$ cat config.mk
export PLATFORM = sky130hd
export DESIGN_NAME = lsu_split_flat
export DESIGN_NICKNAME = d
export VERILOG_FILES = /design/src/rtl/dm_pkg.sv /design/src/rtl/lsu_split_if.sv /design/src/rtl/lsu_extend.sv /design/src/rtl/lsu_split.sv /design/src/flat_wrapper.sv
export SDC_FILE = /design/constraint.sdc
export NUM_CORES = 1
export LEC_CHECK = 0
export CAP_MARGIN = 25
export CORE_MARGIN = 10
export CORE_UTILIZATION = 40
export DETAILED_ROUTE_END_ITERATION = 8
export GPL_TIMING_DRIVEN = 0
export PLACE_DENSITY_LB_ADDON = 0.12
export SLEW_MARGIN = 20
export SYNTH_ARGS = -nofsm -noshare
export SYNTH_HDL_FRONTEND = slang
export SYNTH_SLANG_ARGS = --single-unit
$ cat constraint.sdc
create_clock -name clk -period 2.71 [get_ports clk]
set_clock_uncertainty 0.05 [all_clocks]
set_input_delay 0.542 -clock clk [delete_from_list [all_inputs] [get_ports clk]]
set_output_delay 0.542 -clock clk [all_outputs]
set_load 0.05 [all_outputs]
$ cat src/rtl/dm_pkg.sv
// Shared data-memory definitions: DMType encodings, LSU FSM states, request decode helpers.
package dm_pkg;

    localparam logic [2:0] DM_B  = 3'b000;
    localparam logic [2:0] DM_H  = 3'b001;
    localparam logic [2:0] DM_W  = 3'b010;
    localparam logic [2:0] DM_BU = 3'b100;
    localparam logic [2:0] DM_HU = 3'b101;

    typedef enum logic [1:0] {
        StIdle = 2'd0,
        StBeat = 2'd1,
        StResp = 2'd2
    } lsu_state_e;

    // Unsigned types only exist for loads.
    function automatic logic type_illegal(input logic we, input logic [2:0] t);
        case (t)
            DM_B, DM_H, DM_W: return 1'b0;
            DM_BU, DM_HU:     return we;
            default:          return 1'b1;
        endcase
    endfunction

    function automatic logic is_misaligned(input logic [2:0] t, input logic [1:0] a);
        case (t)
            DM_H, DM_HU: return a[0];
            DM_W:        return a != 2'b00;
            default:     return 1'b0;
        endcase
    endfunction

    // Index of the final byte beat of a split access.
    function automatic logic [1:0] last_beat(input logic [2:0] t);
        return (t == DM_W) ? 2'd3 : 2'd1;
    endfunction

endpackage

$ cat src/rtl/lsu_split_if.sv
// Request/response and data-memory signal bundle for the load/store unit.
interface lsu_split_if #(
    parameter int unsigned ADDR_W = 8
) ();

    logic              req_valid;
    logic              req_ready;
    logic              req_we;
    logic [2:0]        req_type;
    logic [ADDR_W-1:0] req_addr;
    logic [31:0]       req_wdata;
    logic              rsp_valid;
    logic [31:0]       rsp_rdata;
    logic              rsp_err;
    logic              dm_wr;
    logic [ADDR_W-1:0] dm_addr;
    logic [31:0]       dm_din;
    logic [2:0]        dm_type;
    logic [31:0]       dm_dout;

    // CPU and memory side of the bundle.
    modport master (
        output req_valid, req_we, req_type, req_addr, req_wdata, dm_dout,
        input  req_ready, rsp_valid, rsp_rdata, rsp_err, dm_wr, dm_addr, dm_din, dm_type
    );

    // Load/store unit side of the bundle.
    modport slave (
        input  req_valid, req_we, req_type, req_addr, req_wdata, dm_dout,
        output req_ready, rsp_valid, rsp_rdata, rsp_err, dm_wr, dm_addr, dm_din, dm_type
    );

endinterface

$ cat src/rtl/lsu_extend.sv
// Load result extension: takes four little-endian bytes and sign/zero extends by DMType.
module lsu_extend
    import dm_pkg::*;
(
    input  logic [31:0] data,
    input  logic [2:0]  dtype,
    output logic [31:0] ext
);

    always_comb begin
        ext = '0;
        case (dtype)
            DM_B:    ext = {{24{data[7]}}, data[7:0]};
            DM_H:    ext = {{16{data[15]}}, data[15:0]};
            DM_W:    ext = data;
            DM_BU:   ext = {24'b0, data[7:0]};
            DM_HU:   ext = {16'b0, data[15:0]};
            default: ext = '0;
        endcase
    end

endmodule

$ cat src/rtl/lsu_split.sv
// Load/store unit: single-beat aligned accesses, byte-beat splitting of misaligned H/W accesses.
// Define LSU_MISALIGN_TRAP_EN to report misaligned requests as errors instead of splitting them.
module lsu_split
    import dm_pkg::*;
#(
    parameter int unsigned ADDR_W = 8
) (
    input logic         clk,
    input logic         rstn,
    lsu_split_if.slave  bus
);

`ifdef LSU_MISALIGN_TRAP_EN
    localparam bit TrapMisalign = 1'b1;
`else
    localparam bit TrapMisalign = 1'b0;
`endif

    lsu_state_e        state_q, state_d;
    logic              we_q, we_d;
    logic [2:0]        type_q, type_d;
    logic [ADDR_W-1:0] addr_q, addr_d;
    logic [31:0]       wdata_q, wdata_d;
    logic              split_q, split_d;
    logic [1:0]        last_q, last_d;
    logic [1:0]        k_q, k_d, k_next;
    logic [31:0]       buf_q, buf_d;
    logic [31:0]       asm_data, ext_data;
    logic              mis;
    logic              accept;

    logic              dm_wr_q, dm_wr_d;
    logic [ADDR_W-1:0] dm_addr_q, dm_addr_d;
    logic [31:0]       dm_din_q, dm_din_d;
    logic [2:0]        dm_type_q, dm_type_d;
    logic              rsp_valid_q, rsp_valid_d;
    logic [31:0]       rsp_rdata_q, rsp_rdata_d;
    logic              rsp_err_q, rsp_err_d;

    assign bus.req_ready = (state_q == StIdle) && rstn;
    assign accept        = bus.req_valid && bus.req_ready;
    assign bus.dm_wr     = dm_wr_q;
    assign bus.dm_addr   = dm_addr_q;
    assign bus.dm_din    = dm_din_q;
    assign bus.dm_type   = dm_type_q;
    assign bus.rsp_valid = rsp_valid_q;
    assign bus.rsp_rdata = rsp_rdata_q;
    assign bus.rsp_err   = rsp_err_q;

    lsu_extend u_extend (
        .data  (asm_data),
        .dtype (type_q),
        .ext   (ext_data)
    );

    always_comb begin
        state_d     = state_q;
        we_d        = we_q;
        type_d      = type_q;
        addr_d      = addr_q;
        wdata_d     = wdata_q;
        split_d     = split_q;
        last_d      = last_q;
        k_d         = k_q;
        buf_d       = buf_q;
        dm_wr_d     = dm_wr_q;
        dm_addr_d   = dm_addr_q;
        dm_din_d    = dm_din_q;
        dm_type_d   = dm_type_q;
        rsp_valid_d = 1'b0;
        rsp_err_d   = 1'b0;
        rsp_rdata_d = '0;
        k_next      = k_q + 2'd1;
        mis         = is_misaligned(bus.req_type, bus.req_addr[1:0]);

        // Current beat's read data merged into the bytes gathered so far.
        asm_data = split_q ? buf_q : bus.dm_dout;
        if (split_q) begin
            asm_data[{k_q, 3'b000} +: 8] = bus.dm_dout[7:0];
        end

        case (state_q)
            StIdle: begin
                if (accept) begin
                    we_d    = bus.req_we;
                    type_d  = bus.req_type;
                    addr_d  = bus.req_addr;
                    wdata_d = bus.req_wdata;
                    k_d     = 2'd0;
                    buf_d   = '0;
                    if (type_illegal(bus.req_we, bus.req_type) || (TrapMisalign && mis)) begin
                        state_d     = StResp;
                        split_d     = 1'b0;
                        rsp_valid_d = 1'b1;
                        rsp_err_d   = 1'b1;
                    end else begin
                        state_d   = StBeat;
                        split_d   = mis;
                        last_d    = mis ? last_beat(bus.req_type) : 2'd0;
                        dm_wr_d   = bus.req_we;
                        dm_addr_d = bus.req_addr;
                        if (mis) begin
                            dm_type_d = bus.req_we ? DM_B : DM_BU;
                            dm_din_d  = {24'b0, bus.req_wdata[7:0]};
                        end else begin
                            dm_type_d = bus.req_type;
                            dm_din_d  = bus.req_wdata;
                        end
                    end
                end
            end
            StBeat: begin
                buf_d = asm_data;
                if (k_q == last_q) begin
                    state_d     = StResp;
                    dm_wr_d     = 1'b0;
                    rsp_valid_d = 1'b1;
                    rsp_rdata_d = we_q ? 32'b0 : ext_data;
                end else begin
                    k_d       = k_next;
                    dm_addr_d = addr_q + ADDR_W'(k_next);
                    dm_din_d  = {24'b0, wdata_q[{k_next, 3'b000} +: 8]};
                end
            end
            StResp: begin
                state_d = StIdle;
            end
            default: begin
                state_d = StIdle;
                dm_wr_d = 1'b0;
            end
        endcase
    end

    // Reset also aborts an in-flight split: no further beats and no response.
    always_ff @(posedge clk) begin
        if (!rstn) begin
            state_q     <= StIdle;
            we_q        <= 1'b0;
            type_q      <= '0;
            addr_q      <= '0;
            wdata_q     <= '0;
            split_q     <= 1'b0;
            last_q      <= '0;
            k_q         <= '0;
            buf_q       <= '0;
            dm_wr_q     <= 1'b0;
            dm_addr_q   <= '0;
            dm_din_q    <= '0;
            dm_type_q   <= '0;
            rsp_valid_q <= 1'b0;
            rsp_rdata_q <= '0;
            rsp_err_q   <= 1'b0;
        end else begin
            state_q     <= state_d;
            we_q        <= we_d;
            type_q      <= type_d;
            addr_q      <= addr_d;
            wdata_q     <= wdata_d;
            split_q     <= split_d;
            last_q      <= last_d;
            k_q         <= k_d;
            buf_q       <= buf_d;
            dm_wr_q     <= dm_wr_d;
            dm_addr_q   <= dm_addr_d;
            dm_din_q    <= dm_din_d;
            dm_type_q   <= dm_type_d;
            rsp_valid_q <= rsp_valid_d;
            rsp_rdata_q <= rsp_rdata_d;
            rsp_err_q   <= rsp_err_d;
        end
    end

endmodule
$ cat src/flat_wrapper.sv
// flat-port wrapper written by rule: the top's interface ports become plain ports
module lsu_split_flat import dm_pkg::*;
#(
    parameter int unsigned ADDR_W = 8
)
  (clk, rstn, bus_req_valid, bus_req_we, bus_req_type, bus_req_addr, bus_req_wdata, bus_dm_dout, bus_req_ready, bus_rsp_valid, bus_rsp_rdata, bus_rsp_err, bus_dm_wr, bus_dm_addr, bus_dm_din, bus_dm_type);
  lsu_split_if #(.ADDR_W(ADDR_W)) bus_i ();
  input logic clk;
  input logic rstn;
  input wire logic [$bits(bus_i.req_valid)-1:0] bus_req_valid;
  input wire logic [$bits(bus_i.req_we)-1:0] bus_req_we;
  input wire logic [$bits(bus_i.req_type)-1:0] bus_req_type;
  input wire logic [$bits(bus_i.req_addr)-1:0] bus_req_addr;
  input wire logic [$bits(bus_i.req_wdata)-1:0] bus_req_wdata;
  input wire logic [$bits(bus_i.dm_dout)-1:0] bus_dm_dout;
  output wire logic [$bits(bus_i.req_ready)-1:0] bus_req_ready;
  output wire logic [$bits(bus_i.rsp_valid)-1:0] bus_rsp_valid;
  output wire logic [$bits(bus_i.rsp_rdata)-1:0] bus_rsp_rdata;
  output wire logic [$bits(bus_i.rsp_err)-1:0] bus_rsp_err;
  output wire logic [$bits(bus_i.dm_wr)-1:0] bus_dm_wr;
  output wire logic [$bits(bus_i.dm_addr)-1:0] bus_dm_addr;
  output wire logic [$bits(bus_i.dm_din)-1:0] bus_dm_din;
  output wire logic [$bits(bus_i.dm_type)-1:0] bus_dm_type;
  assign bus_i.req_valid = bus_req_valid;
  assign bus_i.req_we = bus_req_we;
  assign bus_i.req_type = bus_req_type;
  assign bus_i.req_addr = bus_req_addr;
  assign bus_i.req_wdata = bus_req_wdata;
  assign bus_i.dm_dout = bus_dm_dout;
  assign bus_req_ready = bus_i.req_ready;
  assign bus_rsp_valid = bus_i.rsp_valid;
  assign bus_rsp_rdata = bus_i.rsp_rdata;
  assign bus_rsp_err = bus_i.rsp_err;
  assign bus_dm_wr = bus_i.dm_wr;
  assign bus_dm_addr = bus_i.dm_addr;
  assign bus_dm_din = bus_i.dm_din;
  assign bus_dm_type = bus_i.dm_type;
  lsu_split #(.ADDR_W(ADDR_W)) u_core (.clk(clk), .rstn(rstn), .bus(bus_i));
endmodule
-- Word-level counts from Yosys, hierarchy flattened
Cells that the tools add are included.
- register bits after elaboration: 161
- latch bits: 0
- memory bits (writable): 0
- bits in read-only memories: 0
- input port bits: 79
- word-level logic and storage cells: 100
- memories kept: 0
- add/sub/neg operators: 3
- multipliers: 0
- divide/modulo/power cells: 0
- magnitude comparators: 0
- equal/unequal tests: 15
- shifts and indexed selects: 3
- mux-type cells: 39
- bitwise logic cells: 5
- reduce and logical (&&, ||, !) cells: 19
- operators by type and width (kind ; number):
    32-bit 2-to-1 mux ; 7
    32-bit one-hot mux with 5 select lines ; 1
    32-bit one-hot mux with 2 select lines ; 2
    32-bit bitwise mux ; 1
    8-bit by 7-bit variable shift with 32-bit output (first input constant) ; 1
    32-bit by 6-bit variable part select with 8-bit output ; 1
    8-bit by 7-bit variable part select with 32-bit output ; 1
    8-bit 2-to-1 mux ; 3
    8-bit one-hot mux with 2 select lines ; 1
    2-bit 2-to-1 mux ; 7
    3-bit equality test (second input constant) ; 4
    1-bit 2-to-1 mux ; 9
    8-bit by 2-bit adder with 8-bit output ; 1
    2-bit one-hot mux with 2 select lines ; 2
    2-bit AND reduction ; 4
    4-bit AND reduction ; 2
    5-bit negation with 7-bit output ; 1
    3-bit by 1-bit equality test with 1-bit output (second input constant) ; 2
    3-bit by 2-bit equality test with 1-bit output (second input constant) ; 2
    3-bit logical NOT ; 2
    3-bit 2-to-1 mux ; 2
    1-bit one-hot mux with 2 select lines ; 3
    3-bit AND reduction ; 2
    1-bit inverter ; 5
    other kinds (13) ; 18

-- Logic depth before layout (Yosys ltp)
Gate-level depths: netlist (run 1).
- depth in word-level cells: 8
- gate-level depth with buffers: 10
- mapped depth without buffers: 7

-- By module
From an unflattened synthesis (run 1), not the netlist that was laid out.
- cell total of the unflattened synthesis: 855
- area total of the unflattened synthesis: 7387.1 um2
- modules (own cells, without submodules) (module ; instances ; cells each ; area an instance (um2) ; sequential area each (um2)):
    lsu_split ; 1 ; 784 ; 6794.0 ; 3223.1
    lsu_extend ; 1 ; 71 ; 593.1 ; 0.0

-- Worst setup path after synthesis (run 1)
No wires, ideal clock.
- kind: register to register
- start point: reg u_core.k_q[0]
- end point: reg u_core.buf_q[2]
- arrival: 2468 ps
- path slack: 117 ps
- stages on the path, launching flop included: 10
- path buffers: 3
- path through: dfxtp_1 buf_2 buf_1 inv_1 ha_1 buf_2 or3b_2 a21boi_0 o21ai_0 a21boi_0
- longest elaborated chain between the ends: 5
- RTL lines (item ; RTL line ; source):
    start, declared ; lsu_split.sv:26 ; logic [1:0] k_q, k_d, k_next;
    start signal, assigned ; lsu_split.sv:162 ; k_q <= k_d;
    5-bit negation with 7-bit output (*) ; lsu_split.sv:79 ; asm_data[{k_q, 3'b000} +: 8] = bus.dm_dout[7:0];
    8-bit by 7-bit variable part select with 32-bit output or 8-bit by 7-bit variable shift with 32-bit output (tied branches) ; lsu_split.sv:79 ;
    32-bit bitwise mux (*) ; lsu_split.sv:79 ;
    32-bit 2-to-1 mux (*) ; lsu_split.sv:78 ; if (split_q) begin
    32-bit one-hot mux with 2 select lines (*) ; lsu_split.sv:82 ; case (state_q)
    end signal, assigned ; lsu_split.sv:163 ; buf_q <= buf_d;
    end, declared ; lsu_split.sv:27 ; logic [31:0] buf_q, buf_d;
Mark *: on every way between the ends. The rest lies on a longest branch, timed or not.
A chain may end at the register's enable or synchronous reset.

-- Final worst setup path (run 1)
- start point: reg u_core.state_q[1]
- end point: out bus_req_ready
- longest elaborated chain between the ends: 2
- RTL lines (item ; RTL line ; source):
    start, declared ; lsu_split.sv:19 ; lsu_state_e state_q, state_d;
    start signal, assigned ; lsu_split.sv:138 ; state_q <= StIdle;
    start signal, assigned ; lsu_split.sv:155 ; state_q <= state_d;
    2-bit logical NOT ; lsu_split.sv:40 ; assign bus.req_ready = (state_q == StIdle) && rstn;
    1-bit logical AND ; lsu_split.sv:40 ;
    end, declared ; flat_wrapper.sv:16 ; output wire logic [$bits(bus_i.req_ready)-1:0] bus_req_ready;
No other way between the ends.

==> summary.txt, run 1 <==
Flow run
  – Max-cap check violation count: 0

CTS
  – CTS tree: built
  – Cts bufs inserted: 17
  – Clock transition at the registers of the reported paths: approximately 0.070 ns
  – H-tree depth: 4
  – Hold buffer count at CTS: 0
  – Clk sinks: about 160
  – Clock buffer depth: 2
  – Root buffer cell: clkbuf_16
  – Worst skew pair latency: approximately 0.44 ns

Synthesis
  – Post-synth EDFFs: 0
  – Syn_area_per_cell: 8.77 µm²
  – Synth Cell Area: just under 0.007 mm²
  – Synthesized instance count: around 790
  – Number of distinct library cells after synthesis: between 50 and 60
  – Post-synth top area cell: dfxtp_1
  – Net count after synthesis: ~870
  – Sequential share of the synthesized area: 46.8%
  – Top post-synthesis cells by area: dfxtp_1 (47%), nand2_1 (6.3%), nand3_1 (5.8%), o21ai_0 (4.6%), a22o_1 (3.7%)
  – Synth Flop Type: dfxtp_1
  – #FFs+latches synth: approximately 160
  – Post-synth top area share: around 47%
  – Post-synth ARST share: 0%
  – Synthesis Warnings: 0

Global route
  – Total GRT Usage: 19.1%
  – First-pass GRT wire length: ~34000 µm
  – Largest net degree at the start of global routing: 17
  – Overflow after GRT: 0
  – Vias in the first global route: between 6000 and 7000
  – Initial antenna violation count: 0

Worst setup path
  – Worst R2R Setup Slack: approximately 0.17 ns
  – CP Launch Point: u_core.state_q[1]
  – Worst Path Max Fanout: 6
  – Worst R2R End: u_core.bus.dm_addr[2]
  – CP Capture Type: primary output
  – Critical path type: flip-flop to primary output
  – Worst setup endpoint: bus_req_ready
  – Worst r2r path cells: 10
  – Worst Setup Start Kind: flip-flop
  – Critical path required time: 2.12 ns
  – Data arrival, critical path: between 1.5 and 2 ns
  – Worst R2R Start: u_core.k_q[0]

Routing
  – Routed vias/inst: between 5 and 6
  – DRC: 0
  – Pre-antenna DRT Iters: 5
  – WL final: about 22000 µm
  – WL/cell: between 15 and 20 µm
  – Post-route ant nets: 0
  – Total number of vias: approximately 6400
  – Drt first-iter violations: approximately 590

Layout
  – # fillers: between 1500 and 2000
  – Area delta synth->final: 36.8%
  – Inserted Diodes: 0
  – Footprint of the multi-input gates: ~0.0033 mm²
  – Most frequent cells in the layout: dfxtp_1 (161), clkdlybuf4s50_1 (156), nand2_1 (116), nand3_1 (80), o21ai_0 (63)
  – Reg area: 0.00322 mm²
  – Most common cell after layout, fill and taps aside: dfxtp_1
  – Final nets: around 1100
  – Layout cells sized above 1: 7.18%

Worst hold path
  – Hold Crit Class: flip-flop to flip-flop
  – Hold Path Depth: 2

Floorplan
  – Die Ht: around 150 µm
  – CORE AREA: ~0.017 mm²
  – Die area: approximately 0.023 mm²
  – Starting Density: 41.1%
  – Num rows: 47
  – Die X: between 150 and 200 µm
  – Boundary Pins: 158

Power and ir drop
  – Total chip power: around 0.0059 W
  – VDD IR max: between 0.4 and 0.5 mV
  – Static leakage: roughly 3.7 nW
  – Pwr/cell area: around 620 mW/mm²

Timing
  – Final-report hold violation count: 0
  – Worst Max-Slew Pin Slew: 0.799 ns
  – Slew margin rel.: 46.1%
  – Period utilization: 94.1%
  – Setup Viol. Count Final: 0
  – Final Max Tran Viols: 0
  – Setup TNS: 0 ns
  – Fmax: between 300 and 400 MHz
  – Final min period: 2.55 ns
  – RSZ-0062 raised after global routing: false

Outcome
  – Status: complete, no violations

Place
  – RD Place Congestion: 0.876
  – Final HPWL DP: 16300 µm
  – PortBufs: 156
-- sequential cells by signal, summed over array words and instances (netlist names) --
signal,count
u_core.split_q,1
u_core.bus.rsp_err,1
u_core.bus.dm_din,32
u_core.state_q,2
u_core.type_q,3
u_core.bus.rsp_valid,1
u_core.last_q,2
u_core.buf_q,32
u_core.k_q,2
u_core.bus.dm_type,3
u_core.wdata_q,32
u_core.bus.dm_addr,8
u_core.addr_q,8
u_core.bus.dm_wr,1
u_core.we_q,1
u_core.bus.rsp_rdata,32
-- final cells by class --
| type | instances | area share, % |
|---|---|---|
| inverter | 31 | 1.27 |
| clock inverter | 12 | 1.94 |
| timing repair buffer | 158 | 16.7 |
| tap | 220 | 2.92 |
| buffer | 63 | 3.41 |
| sequential | 161 | 34.2 |
| clock buffer | 19 | 4.70 |
| multi-input combinational | 531 | 34.9 |
-- where the power goes --
part | internal [W] | switching [W] | total [W]
clock network | 0.00157 | 0.000999 | 0.00257
logic | 0.000316 | 0.000450 | 0.000766
registers | 0.00247 | 0.0000599 | 0.00253
-- synth_stat cells (6+ instances only) --
library cell and instances:
a21boi_0 30, and3_1 27, o22ai_1 24, nand2_1 116
buf_6 6, clkbuf_1 34, mux2i_1 12, buf_2 10
mux4_2 8, dfxtp_1 161, and2_1 6, a21oi_1 13
nand3_1 80, ha_1 7, buf_1 10, a22o_1 29
inv_1 31, nor2_1 25, o21ai_0 63, a31oi_1 17
o2bb2ai_1 12
-- layer usage --
layer / vias to the layer above / global-route usage [%] / part of all wire, %
li1: 3143 / - / -
met1: 2966 / 23.5 / 43
met2: 233 / 30.4 / 47
met3: 29 / 6.89 / 9.1
met4: 0 / 5.97 / 1.5
met5: - / 0 / 0
-- cells by family after synthesis --
logic type	Yosys count	synth area share (%)
buf+inv	94	6.12
mux	20	4.36
xor+xnor	4	0.508
flops	161	46.8
fa+ha+maj	8	1.56
compound gates	211	20.4
simple gates	288	20.3
-- metrics by stage --
stage / instances / hold WS [ns] / setup slack (ns) / util (%) / cell area [µm²]
floorplan: 786 / 0.381 / 0.117 / - / 6890
CTS: 1193 / 0.406 / -0.00319 / 56.0 / 9390
detailed placement: 1162 / 0.395 / -0.632 / 52.1 / 8730
global placement: 1162 / 0.390 / -0.596 / 52.1 / 8730
global route: 1195 / 0.423 / 0.00852 / 56.3 / 9430
finish: 1195 / 0.403 / 0.161 / 56.3 / 9430
-- worst min path at each step --
stage | start | endpoint | slack, ns
after floorplan | u_core.wdata_q[0] | u_core.wdata_q[0] | 0.38
after global routing | u_core.wdata_q[29] | u_core.wdata_q[29] | 0.42
after global placement | u_core.wdata_q[6] | u_core.wdata_q[6] | 0.39
after CTS | u_core.wdata_q[5] | u_core.wdata_q[5] | 0.41
final | u_core.wdata_q[5] | u_core.wdata_q[5] | 0.40
after detailed placement | u_core.wdata_q[5] | u_core.wdata_q[5] | 0.39
-- repair_timing --
item | in CTS | in global routing
pin swaps | 0 | 0
resized for setup | 9 | 9
buffers inserted | 0 | 2
setup endpoints to repair | 75 | 40
-- worst max-delay path: stages (launching register included) --
cell             delay [ns]
dfxtp_1                0.35
nand2b_1               0.22
nor2_1                 0.12
clkdlybuf4s50_1        0.83
Power figures use the tool's default switching activity.
==> run 2, diff against run 1 <==
--- a/config.mk
+++ b/config.mk
@@ -7,10 +7,11 @@
 export LEC_CHECK = 0
 export CAP_MARGIN = 25
 export CORE_MARGIN = 10
-export CORE_UTILIZATION = 40
+export CORE_UTILIZATION = 35
 export DETAILED_ROUTE_END_ITERATION = 8
 export GPL_TIMING_DRIVEN = 0
 export PLACE_DENSITY_LB_ADDON = 0.12
+export SKIP_LAST_GASP = 1
 export SLEW_MARGIN = 20
 export SYNTH_ARGS = -nofsm -noshare
 export SYNTH_HDL_FRONTEND = slang
==> run 2 against run 1 <==
Die area rose by 12%. Non-clock buffer count unchanged. Maximum frequency down 0.26%. Worst hold slack got worse by 0.0012 ns. Cell area is 0.46% higher. Critical endpoint unchanged.
==> summary.txt, run 2 (synthesis results as in run 1) <==
Routing
  – WL/cell: 18.6 µm (+0.83%)
  – Post-route ant nets: 0 (unchanged)
  – Pre-antenna DRT Iters: 8 (+3)
  – Routed vias/inst: 5.08 (-4.7%)
  – WL final: 23100 µm (+4.7%)
  – DRC: 0 (unchanged)
  – Total number of vias: 6305 (-1.0%)
  – Drt first-iter violations: 478 (-19%)

Floorplan
  – CORE AREA: 0.0194 mm² (+16%)
  – Boundary Pins: 158 (unchanged)
  – Die Ht: 160 µm (+6.0%)
  – Die X: 160 µm (+6.0%)
  – Die area: 0.0257 mm² (+12%)
  – Starting Density: 35.5% (-5.6 points)
  – Num rows: 51 (+8.5%)

CTS
  – Cts bufs inserted: 17 (unchanged)
  – Clock buffer depth: 2 (unchanged)
  – Root buffer cell: clkbuf_16
  – Hold buffer count at CTS: 0 (unchanged)
  – CTS tree: built
  – H-tree depth: 4 (unchanged)
  – Clk sinks: 161 (unchanged)
  – Worst skew pair latency: 0.43 ns (about the same)
  – Clock transition at the registers of the reported paths: 0.07 ns (about the same)

Power and ir drop
  – Pwr/cell area: 612 mW/mm² (-1.6%)
  – Static leakage: 3.73 nW (-0.27%)
  – Net Switching: 0.00154 W (+2.3%)
  – VDD IR max: 0.447 mV (-2.7%)
  – Share of total power in combinational logic: 13.3% (+0.2 points)
  – Switching part of the total: 26.7% (+0.91 points)
  – Total chip power: 0.00579 W (-1.2%)
  – Pint: 0.00425 W (-2.4%)
  – Seq pwr share: 43.7% (+0.6 points)
  – Clock power share: 43.0% (-0.8 points)

Layout
  – Final core occ: 48.8% (-7.4 points)
  – Area delta synth->final: 37.4%
  – Most common cell after layout, fill and taps aside: dfxtp_1
  – Design area: 0.00947 mm² (+0.46%)
  – Inserted Diodes: 0 (unchanged)
  – Footprint of the multi-input gates: 0.00329 mm² (unchanged)
  – Final nets: 1050 (unchanged)
  – Reg area: 0.00322 mm² (unchanged)
  – # fillers: 1943 (+26%)
  – Layout cells sized above 1: 7.27% (+0.095 points)
  – Most frequent cells in the layout: dfxtp_1 (161), clkdlybuf4s50_1 (156), nand2_1 (116), nand3_1 (80), o21ai_0 (63)

Place
  – PortBufs: 156 (unchanged)
  – Dpl cell area: 0.00879 mm² (+0.64%)
  – Final HPWL DP: 17100 µm (+4.8%)
  – Worst slack at placement: -0.658 ns (-0.0258 ns)
  – RD Place Congestion: 0.871 (-0.53%)

Global route
  – Vias in the first global route: 6404 (+1.2%)
  – Initial antenna violation count: 0 (unchanged)
  – Overflow after GRT: 0 (unchanged)
  – First-pass GRT wire length: 35700 µm (+4.7%)
  – Largest net degree at the start of global routing: 17 (unchanged)
  – Total GRT Usage: 17.4% (-1.7 points)

Worst setup path
  – Worst Path Max Fanout: 6 (unchanged)
  – Worst r2r path cells: 10 (unchanged)
  – Critical path type: flip-flop to primary output
  – Worst R2R Setup Slack: 0.17 ns (about the same)
  – Worst Setup Start Kind: flip-flop
  – Worst R2R End: u_core.bus.rsp_rdata[29]
  – Critical path required time: 2.12 ns (about the same)
  – Data arrival, critical path: 1.96 ns (about the same)
  – CP Capture Type: primary output
  – Worst R2R Start: u_core.k_q[0]

Worst hold path
  – Hold_sp: u_core.wdata_q[2]
  – Hold Crit Class: flip-flop to flip-flop
  – Hold Path Depth: 2 (unchanged)
  – WHS Endpoint: u_core.wdata_q[2]

Timing
  – Final-report hold violation count: 0 (unchanged)
  – Final Max Tran Viols: 0 (unchanged)
  – Final worst slack: 0.154 ns (-0.00664 ns)
  – Worst Max-Slew Pin Slew: 0.823 ns (+0.0234 ns)
  – Setup TNS: 0 ns (unchanged)
  – Fmax: 391 MHz (-0.26%)
  – Slew margin rel.: 44.6% (-1.6 points)
  – Setup Viol. Count Final: 0 (unchanged)
  – Final min period: 2.56 ns (+0.00664 ns)
  – Period utilization: 94.3% (+0.25 points)

Flow run
  – Max-cap check violation count: 0 (unchanged)

Outcome
  – Status: complete, no violations
run 2: changes by cell type in the layout (fill, tap and decap cells not counted):
| cell | before | now |
|---|---|---|
| buf_4 | 6 | 5 |
| clkbuf_8 | 1 | 4 |
| buf_6 | 8 | 9 |
| inv_6 | 2 | 1 |
| clkinv_4 | 2 | 3 |
| clkinvlp_4 | 4 | 5 |
| clkinv_2 | 1 | 0 |
| bufinv_16 | 4 | 2 |
run 2: worst max-delay path by stage:
stage,start,to,slack (ns),cells after the start
2_1_floorplan,u_core.k_q[0],u_core.buf_q[2],0.12,9
3_3_place_gp,u_core.k_q[0],u_core.bus.rsp_rdata[29],-0.64,9
3_5_place_dp,u_core.k_q[0],u_core.bus.rsp_rdata[29],-0.66,9
4_1_cts,u_core.k_q[0],u_core.bus.rsp_rdata[29],-0.006,10
5_1_grt,u_core.k_q[0],u_core.bus.rsp_rdata[8],-0.009,10
6_report,u_core.state_q[1],bus_req_ready,0.15,3
run 2: final cells by class:
class | count | share of cell area, %
Timing Repair Buffer | 158 | 16.6
Clock buffer | 22 | 5.11
Sequential cell | 161 | 34.0
Buffer | 63 | 3.43
Multi-Input combinational cell | 531 | 34.7
Tap cell | 265 | 3.50
Clock inverter | 10 | 1.32
Inverter | 31 | 1.27
run 2: worst max-delay path, stage by stage (launching register included):
cell and delay (ns):
dfxtp_1 0.35, nand2b_1 0.22, nor2_1 0.12, clkdlybuf4s50_1 0.84
run 2: per-stage QoR:
stage,hold WS (ns),instances
floorplan,0.381,786
finish,0.402,1241
global placement,0.390,1207
CTS,0.403,1239
global route,0.423,1241
detailed placement,0.392,1207
run 2: power groups by stage:
stage	logic (W)	clock network [W]	registers [W]
after floorplan	0.000308	0	0.00269
after global placement	0.000767	0	0.00258
after detailed placement	0.000767	0	0.00258
after CTS	0.000776	0.00252	0.00253
after global routing	0.000828	0.00261	0.00254
final	0.000773	0.00249	0.00253
run 2: metal layers:
metal | wire (µm) | share of wire [%] | global-route usage, %
met5 | 0 | 0 | 0
met4 | 387 | 1.7 | 6.05
met3 | 1410 | 6.1 | 4.50
met2 | 10700 | 46 | 28.4
met1 | 10600 | 46 | 21.8
run 2: repair_timing:
item                                    4_1_cts  5_1_grt
buffers inserted                              0        2
endpoints found under the setup margin       78       41
gates resized for setup                      12        7
gates cloned                                  0        0
==> run 3, diff against run 2 <==
--- a/config.mk
+++ b/config.mk
@@ -10,7 +10,7 @@
 export CORE_UTILIZATION = 35
 export DETAILED_ROUTE_END_ITERATION = 8
 export GPL_TIMING_DRIVEN = 0
-export PLACE_DENSITY_LB_ADDON = 0.12
+export PLACE_DENSITY_LB_ADDON = 0.2
 export SKIP_LAST_GASP = 1
 export SLEW_MARGIN = 20
 export SYNTH_ARGS = -nofsm -noshare
==> run 3 against run 2 <==
Global-route usage decreased by 0.37 points. Sequential share of layout area up 0.20 points. First-iteration DRC count decreased by 4.0%. Die area did not move. Total power fell by 3.0%. Highest routed layer unchanged.
==> summary.txt, run 3 (synthesis results as in run 1) <==
Layout
  – # fillers: 1920 (-1.2%)
  – Area delta synth->final: 36.6%
  – Inserted Diodes: 0 (unchanged)
  – Layout cells sized above 1: 7.17% (-0.10 points)
  – Final nets: 1050 (unchanged)
  – Final Non-Filler Cells: 1241 (unchanged)
  – Most common cell after layout, fill and taps aside: dfxtp_1
  – Most frequent cells in the layout: dfxtp_1 (161), clkdlybuf4s50_1 (156), nand2_1 (116), nand3_1 (80), o21ai_0 (63)
  – Footprint of the multi-input gates: 0.00328 mm² (about the same)
  – Reg area: 0.00322 mm² (unchanged)
  – Final core occ: 48.5% (-0.28 points)

CTS
  – Clk sinks: 161 (unchanged)
  – Hold buffer count at CTS: 0 (unchanged)
  – Worst skew pair latency: 0.43 ns (about the same)
  – CTS tree: built
  – Root buffer cell: clkbuf_16
  – H-tree depth: 4 (unchanged)
  – Clock transition at the registers of the reported paths: 0.06 ns (about the same)
  – Cts bufs inserted: 17 (unchanged)
  – Clock buffer depth: 2 (unchanged)

Place
  – Placed insts: 1207 (unchanged)
  – RD Place Congestion: 0.837 (-3.8%)
  – PortBufs: 156 (unchanged)
  – Final HPWL DP: 17000 µm (-0.68%)

Worst setup path
  – Worst-path cell chain: clkbuf_4, buf_6, inv_1, ha_4, and4b_1, and3_1, o21ai_2, buf_4, a31oi_1
  – Worst Path Max Fanout: 10 (+4)
  – Data arrival, critical path: 2.78 ns (+0.82 ns)
  – Worst Setup Start Kind: flip-flop
  – CP Capture Type: flip-flop
  – Worst path buffer plus inverter count: 4 (+3)
  – Crit path max-delay family: buffers and inverters
  – Critical path required time: 2.95 ns (+0.83 ns)
  – Slowest CP cell: dfxtp_1
  – Critical path type: flip-flop to flip-flop
  – Max stage delay on crit path: 0.37 ns (-0.47 ns)

Timing
  – Period utilization: 93.7% (-0.66 points)
  – Fmax: 394 MHz (+0.70%)
  – Final min period: 2.54 ns (-0.0178 ns)
  – Slew margin rel.: 39.1% (-5.5 points)
  – Final Max Tran Viols: 0 (unchanged)
  – Final-report hold violation count: 0 (unchanged)
  – Setup TNS: 0 ns (unchanged)
  – Setup Viol. Count Final: 0 (unchanged)
  – RSZ-0062 raised after global routing: false
  – Worst Max-Slew Pin Slew: 0.904 ns (+0.0815 ns)

Global route
  – GR Layer Usage met3: 5.24% (+0.74 points)
  – Met1 global-route usage: 20.9% (-0.91 points)
  – Most used routing layer: met2
  – Initial antenna violation count: 0 (unchanged)
  – Overflow after GRT: 0 (unchanged)
  – Largest net degree at the start of global routing: 17 (unchanged)
  – First-pass GRT wire length: 35200 µm (-1.5%)
  – Total GRT Usage: 17.0% (-0.37 points)
  – Vias in the first global route: 6344 (-0.94%)
  – GRT met2 Usage: 28.0% (-0.40 points)

Floorplan
  – Boundary Pins: 158 (unchanged)
  – Die Ht: 160 µm (unchanged)
  – Die X: 160 µm (unchanged)
  – Starting Density: 35.5% (unchanged)
  – Die area: 0.0257 mm² (unchanged)
  – CORE AREA: 0.0194 mm² (unchanged)
  – Num rows: 51 (unchanged)

Outcome
  – Status: complete, no violations

Routing
  – DRC: 0 (unchanged)
  – WL final: 22600 µm (-1.8%)
  – Post-route ant nets: 0 (unchanged)
  – Total number of vias: 6334 (+0.46%)
  – Drt first-iter violations: 459 (-4.0%)
  – Routed vias/inst: 5.10 (+0.46%)
  – Pre-antenna DRT Iters: 6 (-2)
  – WL/cell: 18.3 µm (-1.8%)

Power and ir drop
  – VDD IR max: 0.433 mV (-3.1%)
  – Static leakage: 3.72 nW (-0.37%)
  – Pwr/cell area: 596 mW/mm² (-2.5%)

Flow run
  – Max-cap check violation count: 0 (unchanged)

Worst hold path
  – Hold Crit Class: flip-flop to flip-flop
==> run 3: worst register-to-register path, cell delays in order (launching register included) <==
cell and delay [ns]:
dfxtp_1 0.37, clkbuf_4 0.22, buf_6 0.17, inv_1 0.13, ha_4 0.30, and4b_1 0.27
and3_1 0.25, o21ai_2 0.30, buf_4 0.25, a31oi_1 0.09
==> run 3: repair_timing <==
item                                    CTS  global route
endpoints found under the setup margin   76            41
resized for setup                        10             8
pin swaps                                 0             1
endpoints found under the hold margin     0             0
buffers inserted                          0             2
gates cloned                              0             0
==> run 3: per-layer routing <==
layer | vias up | part of all wire, % | wire length, µm
met3 | 22 | 6.7 | 1510
met5 | - | 0 | 0
met4 | 0 | 1.3 | 305
met2 | 218 | 48 | 10800
met1 | 2935 | 44 | 10100
li1 | 3159 | - | -
==> run 3: layout make-up <==
class	instances	area share, %
flip-flops and latches	161	34.2
multi-input cells	531	34.9
clock inverters	11	1.10
clock buffers	21	4.89
repair buffers	158	16.7
well taps	265	3.52
inverters	31	1.24
plain buffers	63	3.40
==> run 3: worst paths after layout <==
check,start,to,slack [ns],cells past startpoint
worst min-delay path,u_core.wdata_q[9],u_core.wdata_q[9],0.41,2
worst min register to register,u_core.wdata_q[9],u_core.wdata_q[9],0.41,2
worst max-delay path,u_core.k_q[0],u_core.bus.rsp_rdata[20],0.17,9
worst max register to register,u_core.k_q[0],u_core.bus.rsp_rdata[20],0.17,9
==> run 3: metrics by stage <==
stage	hold slack, ns	power (W)	setup WS (ns)	cell area [µm²]
CTS	0.406	0.00567	0.0113	9370
floorplan	0.381	0.00300	0.117	6890
detailed placement	0.397	0.00334	-0.606	8790
finish	0.405	0.00562	0.172	9420
global placement	0.392	0.00334	-0.570	8790
global route	0.416	0.00582	0.0214	9420
==> run 3: power by group <==
group	leakage, nW	internal [W]	switching [W]
Clock	0.274	0.00132	0.000997
Combinational	2.14	0.000318	0.000449
Sequential	1.31	0.00247	0.0000641
Total	3.72	0.00411	0.00151
